`src/rtl/spi_pkg.sv`:
```
// -----------------------------------------------------------------------------
// spi_pkg
// Shared types and constants for the SPI slave front-end of the command RAM.
//   spi_state_e : frame-level FSM states of spi_slave_if
//   spi_cmd_e   : command codes carried in rx_data[9:8]; the RAM decodes them
//   *_WIDTH_DEF : default command-word and read-data widths
// -----------------------------------------------------------------------------
package spi_pkg;

    localparam int RX_WIDTH_DEF = 10;
    localparam int TX_WIDTH_DEF = 8;

    typedef enum logic [2:0] {
        IDLE,
        CHK_CMD,
        WRITE,
        READ_ADD,
        READ_DATA
    } spi_state_e;

    typedef enum logic [1:0] {
        CMD_WR_ADDR = 2'b00,
        CMD_WR_DATA = 2'b01,
        CMD_RD_ADDR = 2'b10,
        CMD_RD_DATA = 2'b11
    } spi_cmd_e;

endpackage

```
`src/rtl/spi_tx_serializer.sv`:
```
// -----------------------------------------------------------------------------
// spi_tx_serializer
// Loads a read-data word and shifts it out MSB first, one bit per clock.
// The MSB appears on serial_out the cycle after load; each bit is held for
// one cycle, and once the LSB has been held serial_out returns to 0.
// Ports:
//   clk, rst_n  : clock, asynchronous active-low reset
//   clear       : synchronous abort, forces serial_out low and goes idle
//   load, data  : capture data and start shifting
//   serial_out  : registered serial output
//   done        : high while the last bit is on serial_out
// -----------------------------------------------------------------------------
module spi_tx_serializer
    import spi_pkg::*;
#(
    parameter int WIDTH = TX_WIDTH_DEF
) (
    input  logic             clk,
    input  logic             rst_n,
    input  logic             clear,
    input  logic             load,
    input  logic [WIDTH-1:0] data,
    output logic             serial_out,
    output logic             done
);

    localparam int CW = $clog2(WIDTH);

    logic [WIDTH-1:0] shreg;
    logic [CW-1:0]    remaining;  // bits still to present after the current one
    logic             busy;

    // NOTE: sequential state uses non-blocking assignments so every register
    // samples the pre-edge values of the others, independent of block order.
    always_ff @(posedge clk or negedge rst_n) begin
        if (!rst_n) begin
            shreg      <= '0;
            remaining  <= '0;
            busy       <= 1'b0;
            serial_out <= 1'b0;
        end else if (clear) begin
            shreg      <= '0;
            remaining  <= '0;
            busy       <= 1'b0;
            serial_out <= 1'b0;
        end else if (load) begin
            serial_out <= data[WIDTH-1];
            shreg      <= {data[WIDTH-2:0], 1'b0};
            remaining  <= CW'(WIDTH - 1);
            busy       <= 1'b1;
        end else if (busy) begin
            if (remaining != '0) begin
                serial_out <= shreg[WIDTH-1];
                shreg      <= {shreg[WIDTH-2:0], 1'b0};
                remaining  <= remaining - 1'b1;
            end else begin
                serial_out <= 1'b0;
                busy       <= 1'b0;
            end
        end
    end

    assign done = busy && (remaining == '0);

endmodule

```
`src/rtl/spi_slave_if.sv`:
```
// -----------------------------------------------------------------------------
// spi_slave_if
// SPI slave front-end for the command RAM. clk doubles as the SPI bit clock.
// Each SS_n-low frame carries a rd/wr bit followed by a 10-bit command word
// (MSB first) that is handed to the RAM with a one-cycle rx_valid strobe.
// A read frame issued after a read-address frame is a read-data frame: the
// RAM answers with tx_valid/tx_data, which is shifted out on MISO MSB first.
// SS_n high aborts any frame in progress.
// Ports:
//   clk, rst_n          : clock / SPI bit clock, asynchronous active-low reset
//   SS_n, MOSI, MISO    : SPI slave select, serial in, serial out
//   rx_data, rx_valid   : command word to the RAM and its qualifying strobe
//   tx_data, tx_valid   : read data from the RAM and its qualifying strobe
//   frame_err           : only with SPI_FRAME_ERR_EN defined; one-cycle pulse
//                         when SS_n aborts an unfinished WRITE/READ_ADD/READ_DATA
// -----------------------------------------------------------------------------
module spi_slave_if
    import spi_pkg::*;
#(
    parameter int RX_WIDTH = RX_WIDTH_DEF,
    parameter int TX_WIDTH = TX_WIDTH_DEF
) (
    input  logic                clk,
    input  logic                rst_n,
    input  logic                SS_n,
    input  logic                MOSI,
    output logic                MISO,
    output logic [RX_WIDTH-1:0] rx_data,
    output logic                rx_valid,
    input  logic [TX_WIDTH-1:0] tx_data,
    input  logic                tx_valid
`ifdef SPI_FRAME_ERR_EN
    ,
    output logic                frame_err
`endif
);

    // Counter milestones within a frame state. Values below CNT_WAIT count
    // received bits; READ_DATA then steps through wait, output and done.
    localparam logic [3:0] CNT_LAST_BIT = 4'(RX_WIDTH - 1);
    localparam logic [3:0] CNT_WAIT     = 4'(RX_WIDTH);
    localparam logic [3:0] CNT_OUT      = 4'(RX_WIDTH + 1);
    localparam logic [3:0] CNT_DONE     = 4'(RX_WIDTH + 2);

    spi_state_e          state, state_next;
    logic [3:0]          cnt;
    logic [RX_WIDTH-2:0] shift_reg;
    logic                rd_addr_seen;
    logic                shift_en, word_done, ser_load, out_done, ser_done;

    always_ff @(posedge clk or negedge rst_n) begin
        if (!rst_n) state <= IDLE;
        else        state <= state_next;
    end

    // NOTE: every output of this block gets a default before the case so no
    // path leaves a signal unassigned, which would otherwise infer a latch.
    always_comb begin
        state_next = state;
        shift_en   = 1'b0;
        word_done  = 1'b0;
        ser_load   = 1'b0;
        out_done   = 1'b0;
        case (state)
            IDLE: begin
                if (!SS_n) state_next = CHK_CMD;
            end
            CHK_CMD: begin
                if (SS_n)              state_next = IDLE;
                else if (!MOSI)        state_next = WRITE;
                else if (rd_addr_seen) state_next = READ_DATA;
                else                   state_next = READ_ADD;
            end
            WRITE, READ_ADD, READ_DATA: begin
                if (SS_n) begin
                    state_next = IDLE;
                end else if (cnt < CNT_WAIT) begin
                    shift_en  = 1'b1;
                    word_done = (cnt == CNT_LAST_BIT);
                end else if (state == READ_DATA) begin
                    ser_load = (cnt == CNT_WAIT) && tx_valid;
                    out_done = (cnt == CNT_OUT) && ser_done;
                end
            end
            default: state_next = IDLE;
        endcase
    end

    always_ff @(posedge clk or negedge rst_n) begin
        if (!rst_n) begin
            cnt          <= '0;
            shift_reg    <= '0;
            rx_data      <= '0;
            rx_valid     <= 1'b0;
            rd_addr_seen <= 1'b0;
        end else begin
            rx_valid <= word_done;

            if (state_next != state)               cnt <= '0;
            else if (shift_en || ser_load || out_done) cnt <= cnt + 1'b1;

            if (shift_en)  shift_reg <= {shift_reg[RX_WIDTH-3:0], MOSI};
            if (word_done) rx_data   <= {shift_reg, MOSI};

            // An aborted frame never reaches word_done/out_done, so the flag
            // survives SS_n aborts untouched.
            if (word_done && state == READ_ADD) rd_addr_seen <= 1'b1;
            else if (out_done)                  rd_addr_seen <= 1'b0;
        end
    end

    // SS_n high aborts whatever is being shifted; outside READ_DATA the
    // serializer is already idle so clearing it there is harmless.
    spi_tx_serializer #(
        .WIDTH (TX_WIDTH)
    ) u_tx_ser (
        .clk        (clk),
        .rst_n      (rst_n),
        .clear      (SS_n),
        .load       (ser_load),
        .data       (tx_data),
        .serial_out (MISO),
        .done       (ser_done)
    );

`ifdef SPI_FRAME_ERR_EN
    logic frame_open;

    always_comb begin
        frame_open = 1'b0;
        case (state)
            WRITE, READ_ADD: frame_open = (cnt < CNT_WAIT);
            READ_DATA:       frame_open = (cnt != CNT_DONE);
            default:         frame_open = 1'b0;
        endcase
    end

    always_ff @(posedge clk or negedge rst_n) begin
        if (!rst_n) frame_err <= 1'b0;
        else        frame_err <= SS_n && frame_open;
    end
`endif

endmodule

```
`config.mk`:
```
export PLATFORM = sky130hd
export DESIGN_NAME = spi_slave_if
export DESIGN_NICKNAME = d
export VERILOG_FILES = /design/src/rtl/spi_pkg.sv /design/src/rtl/spi_tx_serializer.sv /design/src/rtl/spi_slave_if.sv
export SDC_FILE = /design/constraint.sdc
export NUM_CORES = 1
export LEC_CHECK = 0
export BUFFER_PORTS_ARGS = -buffer_cell sky130_fd_sc_hd__buf_4
export CAP_MARGIN = 25
export CORE_AREA = 3 3 75 77
export DETAILED_ROUTE_END_ITERATION = 16
export DIE_AREA = 0 0 78 80
export PLACE_DENSITY = 0.66
export SLEW_MARGIN = 40
export SYNTH_ARGS = -nofsm -noshare
export SYNTH_HDL_FRONTEND = slang
export SYNTH_HIERARCHICAL = 1
export SYNTH_SLANG_ARGS = --single-unit
```
`constraint.sdc`:
```
create_clock -name clk -period 2.12 [get_ports clk]
set_input_delay 0.212 -clock clk [delete_from_list [all_inputs] [get_ports clk]]
set_output_delay 0.212 -clock clk [all_outputs]
set_load 0.01 [all_outputs]
```
==> flow_summary.json <==
{
  "whs_path_depth": 3,
  "floorplan.initialDensity_pct": 39.45,
  "final.setup.tns_ps": 0,
  "timing.critical_path.arrival_ps": 2110,
  "m1WireLength_um": 1871,
  "antenna_cells": 0,
  "core.rowCount": 26,
  "area_taken_by_flip_flops_and_latches_sq_um": 1001,
  "routed-wl-met3_um": 120,
  "drv_cap": 0,
  "cts_repair_resize_count": 0,
  "antenna_violations_before_repair": 0,
  "htree_num_levels": 2,
  "drive_gt1_share_pct": 35.90,
  "clockBufferDepth": 2,
  "share_of_flip_flops_with_an_asynchronous_set_or_reset_after_synthesis_pct": 100.0,
  "wire_length_on_met2_um": 1773,
  "seq_area_frac_synth_pct": 50.00,
  "post_drt_via_cell_ratio": 5.038,
  "crit-reg2reg-launch": "state[0]$_DFF_PN0_",
  "die-width_um": 78,
  "p_leak_nw": 1.101,
  "yosysUniqueCellTypes": 39,
  "placement.io_buffers": 24,
  "synth.avg_cell_area_sq_um": 12.13,
  "setup.worst_path.class": "register to register",
  "die-area_sq_um": 6240,
  "p_per_area_nw_per_um2": 724.0,
  "area_growth_syn_to_layout_pct": 18.19,
  "worstMarginPinSlew_ps": 569.0,
  "detail_route.iter0.violations": 96,
  "gp_routability_congestion": 0.8593,
  "fin_nets": 212,
  "drt_drc_violations_left": 0,
  "post-cts-setup-buffers": 0,
  "firstDrtPassIters": 4,
  "timing.reg2reg.setup_slack_ps": 210,
  "critPathMaxFanout": 13,
  "largest_register_ff_count": 10,
  "yosys_register_bits": 40,
  "worst_hold_slack_ps": 171.9,
  "synth_nets": 183,
  "final_antenna_net_count": 0,
  "synthFlopType": "sky130_fd_sc_hd__dfrtp_1",
  "grt_first_pass_wirelength_um": 6472,
  "peakVddDrop_mv": 0.6295,
  "critical_path_required_ps": 2310,
  "finalCritPeriodShare_pct": 90.32,
  "route.detailed.wl_per_inst_um": 14.42,
  "r2r-end": "u_tx_ser/shreg[3]$_DFFE_PN0P_",
  "layout.cells.most_common_list": "40 x sky130_fd_sc_hd__dfrtp_1, 28 x sky130_fd_sc_hd__buf_4, 18 x sky130_fd_sc_hd__nor2_1, 11 x sky130_fd_sc_hd__mux2_2, 10 x sky130_fd_sc_hd__inv_1",
  "cts-root-buf": "sky130_fd_sc_hd__clkbuf_8",
  "worst-r2r-cell-count": 7,
  "via_count_of_the_first_global_routing_pass": 1278,
  "worstSetupStartpointType": "register",
  "globalRoute.totalOverflow": 0,
  "syn_inst": 165,
  "grt.total_usage_pct": 13.13,
  "top_layer_used": "met4",
  "final_report_max_slew_violation_count": 0,
  "cts_buffers": 5,
  "fmax_mhz": 522.3,
  "core_area_sq_um": 5075,
  "timing.hold.worst.class": "input pin to register",
  "clkSlewWorstSetupHoldPaths_ps": 80,
  "endpoint_kind": "register",
  "fp.dieH_um": 80,
  "fillCellCount": 492,
  "synth_edf_count": 0,
  "hp-start": "tx_data[0]",
  "tritoncts_clock_tree": "done",
  "io_pins": 25,
  "wl_um": 3821,
  "final.min_clock_period_ps": 1915,
  "syn_area_sq_um": 2002,
  "rsz0062_at_grt": "no",
  "detailroute.via_count": 1335,
  "place_hpwl_um": 2567,
  "hold_end": "u_tx_ser/shreg[1]$_DFFE_PN0P_",
  "most_common_library_cell_in_the_layout_ignoring_fill_and_taps": "sky130_fd_sc_hd__dfrtp_1",
  "max-slew-margin-rel_pct": 61.75,
  "hold_buffer_count_at_cts": 1,
  "finalSetupViolCount": 0,
  "design_power_total_mw": 1.713,
  "area_used_by_multi_input_combinational_logic_sq_um": 904.6,
  "fin_skew_ps": 8.809,
  "number_of_hold_violations_in_the_final_report": 0,
  "cts.sinks": 40,
  "worst_skew_late_latency_ps": 290,
  "synthesis.yosys.warnings": 6,
  "outcome": "finished, final reports clean",
  "grt_start_max_net_pins": 41
}
[how the worst max path moves through the flow]
stage	slack, ps	cells after the start	start	endpoint
after floorplan	290	8	state[1]$_DFF_PN0_	u_tx_ser/shreg[6]$_DFFE_PN0P_
after detailed placement	220	7	state[0]$_DFF_PN0_	u_tx_ser/shreg[3]$_DFFE_PN0P_
after CTS	210	7	state[0]$_DFF_PN0_	u_tx_ser/shreg[3]$_DFFE_PN0P_
final	210	7	state[0]$_DFF_PN0_	u_tx_ser/shreg[3]$_DFFE_PN0P_
after global routing	5	7	state[0]$_DFF_PN0_	u_tx_ser/shreg[3]$_DFFE_PN0P_
after global placement	270	7	state[0]$_DFF_PN0_	u_tx_ser/shreg[3]$_DFFE_PN0P_
[through the flow]
stage | setup slack, ps | std cells | area [sq um] | util (%)
after detailed placement | 219.4 | 256 | 2241 | 44.16
final | 205.3 | 265 | 2366 | 46.62
after floorplan | 294.4 | 165 | 2002 | -
after global routing | 4.994 | 265 | 2366 | 46.62
after global placement | 268.0 | 256 | 2241 | 44.16
after CTS | 206.5 | 265 | 2366 | 46.62
[per-layer routing]
| layer | track usage, % | vias to the layer above |
|---|---|---|
| met2 | 19.52 | 23 |
| li1 | - | 645 |
| met5 | 0 | - |
| met4 | 4.895 | 0 |
| met3 | 3.273 | 6 |
| met1 | 18.42 | 661 |
[power by group]
part           total, mW  internal [mW]  switching (mW)  leakage, nW
Clock              0.634          0.355           0.280       0.0548
Combinational      0.167         0.0964          0.0711        0.503
Sequential         0.912          0.844          0.0675        0.543
[synth_stat cells, types with 2 or more instances]
master	instances	area share (%)
sky130_fd_sc_hd__nor2_1	18	3.4
sky130_fd_sc_hd__o31ai_1	2	0.75
sky130_fd_sc_hd__mux2_4	8	6.0
sky130_fd_sc_hd__nor3_1	3	0.75
sky130_fd_sc_hd__ha_1	5	3.1
sky130_fd_sc_hd__nand3_1	3	0.75
sky130_fd_sc_hd__dfrtp_1	40	50
sky130_fd_sc_hd__nand2_2	2	0.62
sky130_fd_sc_hd__nand2b_4	2	1.4
sky130_fd_sc_hd__a21boi_1	3	1.1
sky130_fd_sc_hd__buf_2	2	0.50
sky130_fd_sc_hd__buf_6	4	2.2
sky130_fd_sc_hd__mux2i_1	3	1.5
sky130_fd_sc_hd__a31oi_1	2	0.62
sky130_fd_sc_hd__nor2b_1	4	1.2
sky130_fd_sc_hd__a21oi_1	4	1.0
sky130_fd_sc_hd__a211oi_1	5	1.9
sky130_fd_sc_hd__a2111oi_2	6	4.5
sky130_fd_sc_hd__inv_1	10	1.9
sky130_fd_sc_hd__nand2_1	7	1.3
sky130_fd_sc_hd__o21ai_0	4	1.0
sky130_fd_sc_hd__mux2_2	11	6.2
[cell families after synthesis]
family          share of synthesized area [%]
flops                                   50.00
xor+xnor                               0.4376
mux                                     13.69
simple gates                            13.81
compound gates                          14.13
fa+ha+maj                               3.125
buf+inv                                 4.812
[layout make-up]
class / count / share of cell area (%)
clock inverter: 3 / 1.957
timing repair buffer: 29 / 9.307
clock buffer: 5 / 2.909
inverter: 10 / 1.586
multi-input combinational: 108 / 38.23
tap: 70 / 3.702
sequential: 40 / 42.31
[critical path: stages, from the launching register on]
cell,delay [ps]
sky130_fd_sc_hd__dfrtp_1,460
sky130_fd_sc_hd__nor4b_4,320
sky130_fd_sc_hd__nand3_1,140
sky130_fd_sc_hd__nor2_1,130
sky130_fd_sc_hd__buf_4,190
sky130_fd_sc_hd__nor2_1,80
sky130_fd_sc_hd__and3_1,190
sky130_fd_sc_hd__a2111oi_2,310
Power figures use the tool's default switching activity.
